`src/rtl/ps2_device_tx.sv`:
```
// PS/2 device-side transmitter: buffers scan-code bytes and sends device-clocked 11-bit frames on
// open-drain CLK/DATA, backing off on host inhibit. PS2_TX_FIFO_EN selects the multi-entry FIFO.
module ps2_device_tx #(
  parameter int HALF_PERIOD = 286,
  parameter int IDLE_GAP    = 358
`ifdef PS2_TX_FIFO_EN
  ,
  parameter int FIFO_AW     = 3
`endif
) (
  input  logic       clk,
  input  logic       reset_n,
  input  logic [7:0] in_data,
  input  logic       in_valid,
  output logic       in_ready,
  input  logic       ps2_clk_i,
  output logic       ps2_clk_o,
  input  logic       ps2_data_i,
  output logic       ps2_data_o,
  output logic       busy,
  output logic       abort_p,
  output logic [2:0] state_dbg
);

  localparam int GAP_W = $clog2(IDLE_GAP + 1);
  localparam int PH_W  = $clog2(HALF_PERIOD + 1);

  typedef enum logic [2:0] {
    IDLE  = 3'd0,
    GAP   = 3'd1,
    SETUP = 3'd2,
    LOW   = 3'd3,
    ABORT = 3'd4,
    DONE  = 3'd5
  } state_t;

  state_t state, state_next;
  logic [GAP_W-1:0] gap_cnt, gap_next;
  logic [PH_W-1:0]  phase_cnt, phase_next;
  logic [3:0]       bit_idx, bit_next;
  logic [10:0]      frame_q, frame_next;
  logic             load, pop, push;
  logic             clk_s1, clk_s, data_s1, data_s;
  logic             buf_empty;
  logic [7:0]       head_data;
  logic             in_ready_q;

  assign push      = in_valid & in_ready_q;
  assign in_ready  = in_ready_q;
  assign state_dbg = state;

  always_ff @(posedge clk) begin
    if (!reset_n) begin
      clk_s1  <= 1'b1;
      clk_s   <= 1'b1;
      data_s1 <= 1'b1;
      data_s  <= 1'b1;
    end else begin
      clk_s1  <= ps2_clk_i;
      clk_s   <= clk_s1;
      data_s1 <= ps2_data_i;
      data_s  <= data_s1;
    end
  end

`ifdef PS2_TX_FIFO_EN
  localparam int DEPTH = 2 ** FIFO_AW;
  logic [7:0]         mem [DEPTH];
  logic [FIFO_AW-1:0] wr_ptr, rd_ptr;
  logic [FIFO_AW:0]   count, count_next;

  always_comb count_next = count + (FIFO_AW + 1)'(push) - (FIFO_AW + 1)'(pop);

  always_ff @(posedge clk) begin
    if (push) mem[wr_ptr] <= in_data;
  end

  // The head entry is only retired once its stop bit is out, so an aborted byte is simply resent.
  always_ff @(posedge clk) begin
    if (!reset_n) begin
      wr_ptr     <= '0;
      rd_ptr     <= '0;
      count      <= '0;
      in_ready_q <= 1'b1;
    end else begin
      if (push) wr_ptr <= wr_ptr + 1'b1;
      if (pop)  rd_ptr <= rd_ptr + 1'b1;
      count      <= count_next;
      in_ready_q <= (count_next != (FIFO_AW + 1)'(DEPTH));
    end
  end

  assign buf_empty = (count == '0);
  assign head_data = mem[rd_ptr];
`else
  logic [7:0] hold_q;
  logic       hold_v;

  always_ff @(posedge clk) begin
    if (!reset_n) begin
      hold_q     <= 8'h00;
      hold_v     <= 1'b0;
      in_ready_q <= 1'b1;
    end else begin
      if (push) hold_q <= in_data;
      if (push) begin
        hold_v     <= 1'b1;
        in_ready_q <= 1'b0;
      end else if (pop) begin
        hold_v     <= 1'b0;
        in_ready_q <= 1'b1;
      end
    end
  end

  assign buf_empty = ~hold_v;
  assign head_data = hold_q;
`endif

  always_comb begin
    state_next = state;
    gap_next   = gap_cnt;
    phase_next = phase_cnt;
    bit_next   = bit_idx;
    load       = 1'b0;
    pop        = 1'b0;
    case (state)
      IDLE: begin
        gap_next = '0;
        if (!buf_empty) state_next = GAP;
      end
      GAP: begin
        // A host request-to-send (DATA low) or inhibit keeps the idle counter at zero.
        if (clk_s && data_s) begin
          if (gap_cnt == GAP_W'(IDLE_GAP - 1)) begin
            state_next = SETUP;
            load       = 1'b1;
            bit_next   = 4'd0;
            phase_next = '0;
          end else begin
            gap_next = gap_cnt + 1'b1;
          end
        end else begin
          gap_next = '0;
        end
      end
      SETUP: begin
        if (phase_cnt == PH_W'(HALF_PERIOD - 1)) begin
          phase_next = '0;
          state_next = clk_s ? LOW : ABORT;
        end else begin
          phase_next = phase_cnt + 1'b1;
        end
      end
      LOW: begin
        if (phase_cnt == PH_W'(HALF_PERIOD - 1)) begin
          phase_next = '0;
          if (bit_idx == 4'd10) begin
            state_next = DONE;
            pop        = 1'b1;
          end else begin
            bit_next   = bit_idx + 1'b1;
            state_next = SETUP;
          end
        end else begin
          phase_next = phase_cnt + 1'b1;
        end
      end
      ABORT: begin
        gap_next   = '0;
        state_next = GAP;
      end
      DONE: begin
        gap_next   = '0;
        state_next = buf_empty ? IDLE : GAP;
      end
      default: state_next = IDLE;
    endcase
  end

  always_comb begin
    frame_next = frame_q;
    if (load) frame_next = {1'b1, ~^head_data, head_data, 1'b0};
  end

  // Line drivers are registered from the next state so the open-drain outputs never glitch.
  always_ff @(posedge clk) begin
    if (!reset_n) begin
      state      <= IDLE;
      gap_cnt    <= '0;
      phase_cnt  <= '0;
      bit_idx    <= 4'd0;
      frame_q    <= 11'h7FF;
      ps2_clk_o  <= 1'b1;
      ps2_data_o <= 1'b1;
      busy       <= 1'b0;
      abort_p    <= 1'b0;
    end else begin
      state      <= state_next;
      gap_cnt    <= gap_next;
      phase_cnt  <= phase_next;
      bit_idx    <= bit_next;
      frame_q    <= frame_next;
      ps2_clk_o  <= (state_next != LOW);
      ps2_data_o <= (state_next == SETUP || state_next == LOW) ? frame_next[bit_next] : 1'b1;
      busy       <= (state_next == SETUP || state_next == LOW ||
                     state_next == ABORT || state_next == DONE);
      abort_p    <= (state_next == ABORT);
    end
  end

endmodule

```
`config.mk`:
```
export PLATFORM = sky130hd
export DESIGN_NAME = ps2_device_tx
export DESIGN_NICKNAME = d
export VERILOG_FILES = /design/src/rtl/ps2_device_tx.sv
export SDC_FILE = /design/constraint.sdc
export NUM_CORES = 1
export LEC_CHECK = 0
export CAP_MARGIN = 20
export CORE_MARGIN = 1
export CORE_UTILIZATION = 45
export CTS_BUF_LIST = sky130_fd_sc_hd__clkbuf_4 sky130_fd_sc_hd__clkbuf_8 sky130_fd_sc_hd__clkbuf_16
export DETAILED_ROUTE_END_ITERATION = 8
export GPL_TIMING_DRIVEN = 1
export PLACE_DENSITY = 0.74
export SYNTH_ARGS = -nofsm -noshare
export SYNTH_HDL_FRONTEND = slang
export SYNTH_SLANG_ARGS = --single-unit
```
`constraint.sdc`:
```
create_clock -name clk -period 2.2 [get_ports clk]
set_input_delay 0.44 -clock clk [delete_from_list [all_inputs] [get_ports clk]]
set_output_delay 0.44 -clock clk [all_outputs]
set_load 0.05 [all_outputs]
```
==> results of run 1 <==
## layout make-up
class                           count  area share
Multi-Input combinational cell    205      0.4702
Sequential cell                    54      0.3656
Clock buffer                        6     0.02786
Timing Repair Buffer               33      0.1005
Inverter                            5    0.006332
Tap cell                           70     0.02955
## placed cells by master (no fill, tap or decap), drive strengths merged, types with 9 or more instances in the layout
master | synthesis | final
o21ai | 10 | 10
nor2 | 20 | 20
xnor2 | 11 | 11
dfxtp | 54 | 54
clkdlybuf4s50 | 0 | 20
a21boi | 11 | 11
buf | 4 | 13
mux2i | 13 | 13
nand2 | 43 | 43
xor2 | 9 | 9
## registers in the layout (all words and copies together) (netlist names)
register,count
ps2_clk_o,1
ps2_data_o,1
abort_p,1
clk_s,1
bit_idx,4
hold_v,1
frame_q,11
data_s,1
in_ready,1
phase_cnt,9
gap_cnt,9
head_data,8
state_dbg,3
data_s1,1
clk_s1,1
busy,1
## worst register-to-register path, cell delays in order, from the launching register on
cell and delay [ps]:
dfxtp_1 390, inv_1 70, ha_1 180, and4bb_4 220, and2_4 140, or3b_4 400, or4_1 480, a21boi_1 150
## Yosys cell counts (all sizes together) (3+ instances only)
cell type	number	area (um^2)
o21ai	10	50.04
and3	4	26.28
mux2i	13	130.1
clkbuf	4	15.01
xnor2	11	103.9
nor3	3	15.01
ha	6	75.07
dfxtp	54	1081
xor2	9	78.83
nand4	8	71.32
nand2b	7	43.79
nand2	43	163.9
a21boi	11	82.58
a21oi	8	43.79
nor2b	8	50.05
buf	4	23.76
and2	8	52.55
inv	5	18.77
nand3	5	25.02
nor2	20	75.07
## worst paths after layout
kind              startpoint    endpoint  cells after the start
setup / recovery  gap_cnt[1]  gap_cnt[7]                      7
hold / removal        clk_s1       clk_s                      1
setup reg to reg  gap_cnt[1]  gap_cnt[7]                      7
hold reg to reg       clk_s1       clk_s                      1
## per-stage QoR
stage,total power [mW],hold slack [ps],instance area (um^2),std cells,util
5_1_grt,1.763,423.3,2964,373,0.5659
3_3_place_gp,1.167,401.2,2849,367,0.5440
4_1_cts,1.698,419.0,2932,373,0.5597
2_1_floorplan,1.121,386.3,2502,272,-
3_5_place_dp,1.168,396.2,2849,367,0.5440
6_report,1.684,409.4,2964,373,0.5659
## layer usage
layer,track usage,wire (um),vias to the layer above
li1,-,-,1002
met3,0.04431,137,7
met5,0,0,-
met1,0.2239,2307,857
met4,0.05769,57,0
met2,0.2802,2074,25
## report_power, final
group          total [mW]  switching [mW]  internal [mW]
logic               0.137          0.0672         0.0697
clock network       0.540           0.296          0.243
registers            1.01          0.0120          0.995
total                1.68           0.376           1.31
## logic make-up after synthesis
group           Yosys count  share of synthesized area
compound gates           44                     0.1171
xor+xnor                 20                    0.07304
fa+ha+maj                 6                    0.03001
buf+inv                  13                    0.02301
flops                    54                     0.4322
mux                      14                    0.05653
simple gates            121                     0.2681
## what timing repair did
action | in CTS | in global routing
setup endpoints to repair | 0 | 1
endpoints found under the hold margin | 0 | 0
gates resized for setup | 0 | 7
==> results.md, run 1 <==
- Outcome: complete, no violations
- Die area: 5860 um^2
- Count of hold-fix buffers inserted at cts: 0
- Core ar.: 5238 um^2
- Fin. max-slew vios: 0
- CTS H-tree lvls: 2
- Worst-Skew Late Latency: 300 ps
- TritonCTS Buffers: 5
- N_diodes: 0
- Number of synthesis warnings: 0
- Vias per cell: 5.070
- Fraction of registers with async set/reset: 0
- Syn_area_per_cell: 9.195 um^2
- Gpl congestion: 0.8244
- DR vias: 1,891
- Die width: 76.55 um
- Primary FF master, synth: dfxtp_1
- IO buf count: 20
- Critical Path AT: 2330 ps
- Initial DRC count: 98
- Clock Path Buffers: 2
- Post-Route WL: 4576 um
- Die Y: 76.55 um
- PD cells: 568.0 nW/um^2
- Max incr delay on CP: 480 ps
- Final hold violation count: 0
- Root buf cell: clkbuf_8
- Pleak: 1.146 nW
- Sequential fraction of the synthesis area: 0.4322
- Drt wl/cell: 12.27 um
- DPL Wire Length: 3356 um
- Cells after Synth: 272
- Post-CTS setup buffers: 0
- F_max: 479.1 MHz
- Filler cells: 478
- Crit Path Max Fanout: 5
- Nets: 323
- Number of global-route vias before repair: 1,821
- R2R Setup Slk: 110 ps
- CTS tree: done
- Post-synth cell types: 58
- CP Buf/Inv Count: 1
- GRT overflow: 0
- Syn_nets: 291
- Initial core utilization: 0.4775
- VDD IR max: 0.4068 mV
- Register area: 1084 um^2
- Area growth syn-to-layout: 18.51%
- DRC: 0
- CP cell instances: inv_1 > ha_1 > and4bb_4 > and2_4 > or3b_4 > or4_1 > a21boi_1
- Setup crit end kind: flop
- Row count: 26
- Clock-pin transition on the worst setup and hold timing paths: 90 ps
- Share of layout cells above drive strength 1: 0.1188
- Slew margin rel.: 0.6670
- Flops & latches, synth: 54
- First-pass GRT wire length: 8135 um
- Cell family contributing the most delay on the critical path: simple AND/OR/NAND/NOR gates
- GRT Overall Usage: 0.1733
- Setup crit start kind: flop
- Fin crit period: 2087 ps
- Initial antenna violation count: 0
- Fin crit share: 0.9488
- Post-place setup slack: 99.23 ps
- Worst Setup Slack, final: 112.6 ps
- Largest net degree at the start of global routing: 26
- Sink Count: 54
- Io pins: 21
- Number of flops mapped to enable cells by yosys: 0
- Critical-path top delay cell: or4_1
- Router iterations before antenna repair: 4
- CP Data Required Time: 2440 ps
- Max-Cap Viols: 0
- Final setup vio count: 0
- Hold Path Class: flop to flop
- Routed Antenna Nets: 0
- Critical path type: flop to flop
- Setup TNS Final: 0 ps
- Skew final: 3.472 ps
- RSZ-0062 raised after global routing: false
- Slew @ Worst Pin: 498.0 ps
- Area occupied by multi-input gates: 1394 um^2
- Post-Syn Area: 2501 um^2
(Power assumes the default switching activity.)
==> run 2, diff against run 1 <==
--- a/config.mk
+++ b/config.mk
@@ -7,11 +7,11 @@
 export LEC_CHECK = 0
 export CAP_MARGIN = 20
 export CORE_MARGIN = 1
-export CORE_UTILIZATION = 45
+export CORE_UTILIZATION = 30
 export CTS_BUF_LIST = sky130_fd_sc_hd__clkbuf_4 sky130_fd_sc_hd__clkbuf_8 sky130_fd_sc_hd__clkbuf_16
 export DETAILED_ROUTE_END_ITERATION = 8
 export GPL_TIMING_DRIVEN = 1
-export PLACE_DENSITY = 0.74
+export PLACE_DENSITY = 0.56
 export SYNTH_ARGS = -nofsm -noshare
 export SYNTH_HDL_FRONTEND = slang
 export SYNTH_SLANG_ARGS = --single-unit
==> run 2 against run 1 <==
Compared with the run above: maximum frequency up 0.59%; combinational power down 7%; global-route usage down 5.5 points; via count up 0.58%; sequential cell count unchanged; die area up 49%; non-clock buffer count unchanged; clock skew up 12 ps; critical endpoint is now ps2_data_o; largest cell class unchanged; highest routed layer unchanged.
==> results.md, run 2 (same netlist as run 1, synthesis figures left out) <==
- Outcome: complete, no violations
- Hold depth: 1
- GRT Overall Usage: 0.1186
- Share of layout cells above drive strength 1: 0.1377
- Fin crit share: 0.9433
- Root buf cell: clkbuf_8
- Critical path type: flop to flop
- Router iterations before antenna repair: 4
- TritonCTS Buffers: 5
- Final hold violation count: 0
- Slew margin rel.: 0.6553
- DPL Wire Length: 3460 um
- Commonest cells after routing, fill and taps aside: dfxtp_1 (50), nand2_1 (42), nor2_1 (20), clkdlybuf4s50_1 (20)
- Clock Path Buffers: 2
- Area growth syn-to-layout: 21.16%
- Setup crit start kind: flop
- Regs by FF count: frame_q x11, gap_cnt x9, phase_cnt x9
- Non-Filler Instances: 407
- Initial antenna violation count: 0
- Number of global-route vias before repair: 1,717
- Worst-Skew Late Latency: 310 ps
- Min Hold Slack: 415.4 ps
- Nets: 323
- PD cells: 572.5 nW/um^2
- Core ar.: 7888 um^2
- DRC: 0
- Filler cells: 797
- Critical R2R Launch: bit_idx[0]
- Die Y: 93.31 um
- DR vias: 1,902
- Max-Cap Viols: 0
- Final Util: 0.3842
- CP Data Required Time: 2400 ps
- Fin. max-slew vios: 0
- Initial core utilization: 0.3171
- CTS tree: done
- Row count: 32
- Initial DRC count: 49
- VDD IR max: 0.3350 mV
- Hold Path Class: flop to flop
- Gpl congestion: 0.8238
- Worst hold start: data_s1
- Vias per cell: 4.673
- Sink Count: 54
- Final setup vio count: 0
- Post-Route WL: 4758 um
- Largest net degree at the start of global routing: 31
- Die area: 8707 um^2
- Largest Register: frame_q
- Crit Path Max Fanout: 6
- Clock-pin transition on the worst setup and hold timing paths: 110 ps
- Commonest non-fill, non-tap cell in the layout: dfxtp_1
- CTS H-tree lvls: 2
- Cells after DPL: 396
- N_diodes: 0
- Design area: 3030 um^2
- First-pass GRT wire length: 8245 um
- Io pins: 21
- GRT overflow: 0
- Slew @ Worst Pin: 515.4 ps
- R2R cell count: 9
- Fin crit period: 2075 ps
- R2r endpoint: ps2_data_o
- IO buf count: 20
- Max reg flops: 11
- Worst Hold Path EP: data_s
- Setup crit end kind: flop
- Skew final: 15.68 ps
- R2R Setup Slk: 120 ps
- Routed Antenna Nets: 0
- Placed inst area: 2867 um^2
- Die width: 93.31 um
- F_max: 481.9 MHz
- Pleak: 1.153 nW
- Drt wl/cell: 11.69 um
- Count of hold-fix buffers inserted at cts: 0
- Critical Path AT: 2270 ps
## run 2: per-stage QoR
step | setup TNS [ps] | power [mW] | worst slack (ps)
6_report | 0 | 1.735 | 124.8
4_1_cts | 0 | 1.769 | 56.40
3_5_place_dp | 0 | 1.164 | 78.52
2_1_floorplan | 0 | 1.121 | 44.88
3_3_place_gp | 0 | 1.163 | 189.0
5_1_grt | -0.3328 | 1.824 | -0.3328
## run 2: area by class of cell
| cell class | count | area [um^2] | share of cell area |
|---|---|---|---|
| clock buffers | 5 | 68.82 | 0.02271 |
| clock inverters | 3 | 26.28 | 0.008671 |
| inverters | 5 | 22.52 | 0.007432 |
| multi-input cells | 205 | 1399 | 0.4616 |
| flip-flops and latches | 54 | 1089 | 0.3592 |
| well taps | 102 | 127.6 | 0.04211 |
| repair buffers | 33 | 297.8 | 0.09827 |
## run 2: worst max-delay path by stage
stage                 startpoint    endpoint  cells after the start
floorplan           state_dbg[1]  ps2_data_o                      7
global placement    phase_cnt[0]  ps2_data_o                      8
detailed placement  phase_cnt[0]  ps2_data_o                      8
CTS                 phase_cnt[0]  ps2_data_o                      8
global route          bit_idx[0]  ps2_data_o                      9
finish                bit_idx[0]  ps2_data_o                      9
## run 2: where the power goes
| group | internal (mW) | switching [mW] |
|---|---|---|
| Sequential | 0.994 | 0.0160 |
| Combinational | 0.0666 | 0.0618 |
| Clock | 0.237 | 0.359 |
## run 2: worst max-delay path: stages (launching register included)
cell	delay, ps
dfxtp_4	410
clkinvlp_4	100
ha_1	190
nand3b_1	140
nand4_4	190
buf_4	180
a311oi_1	360
o32ai_2	120
o211ai_1	160
o311ai_1	110
## run 2: routing by layer
layer,vias up,GRT usage,share of wire
met4,0,0.03077,0.0053
met1,870,0.1643,0.52
met3,2,0.02764,0.029
met2,24,0.1844,0.44
li1,1006,-,-
met5,-,0,0
## run 2: timing repair
action                     4_1_cts  5_1_grt
setup endpoints to repair        0        1
setup buffers                    0        3
gates resized for setup          0       12
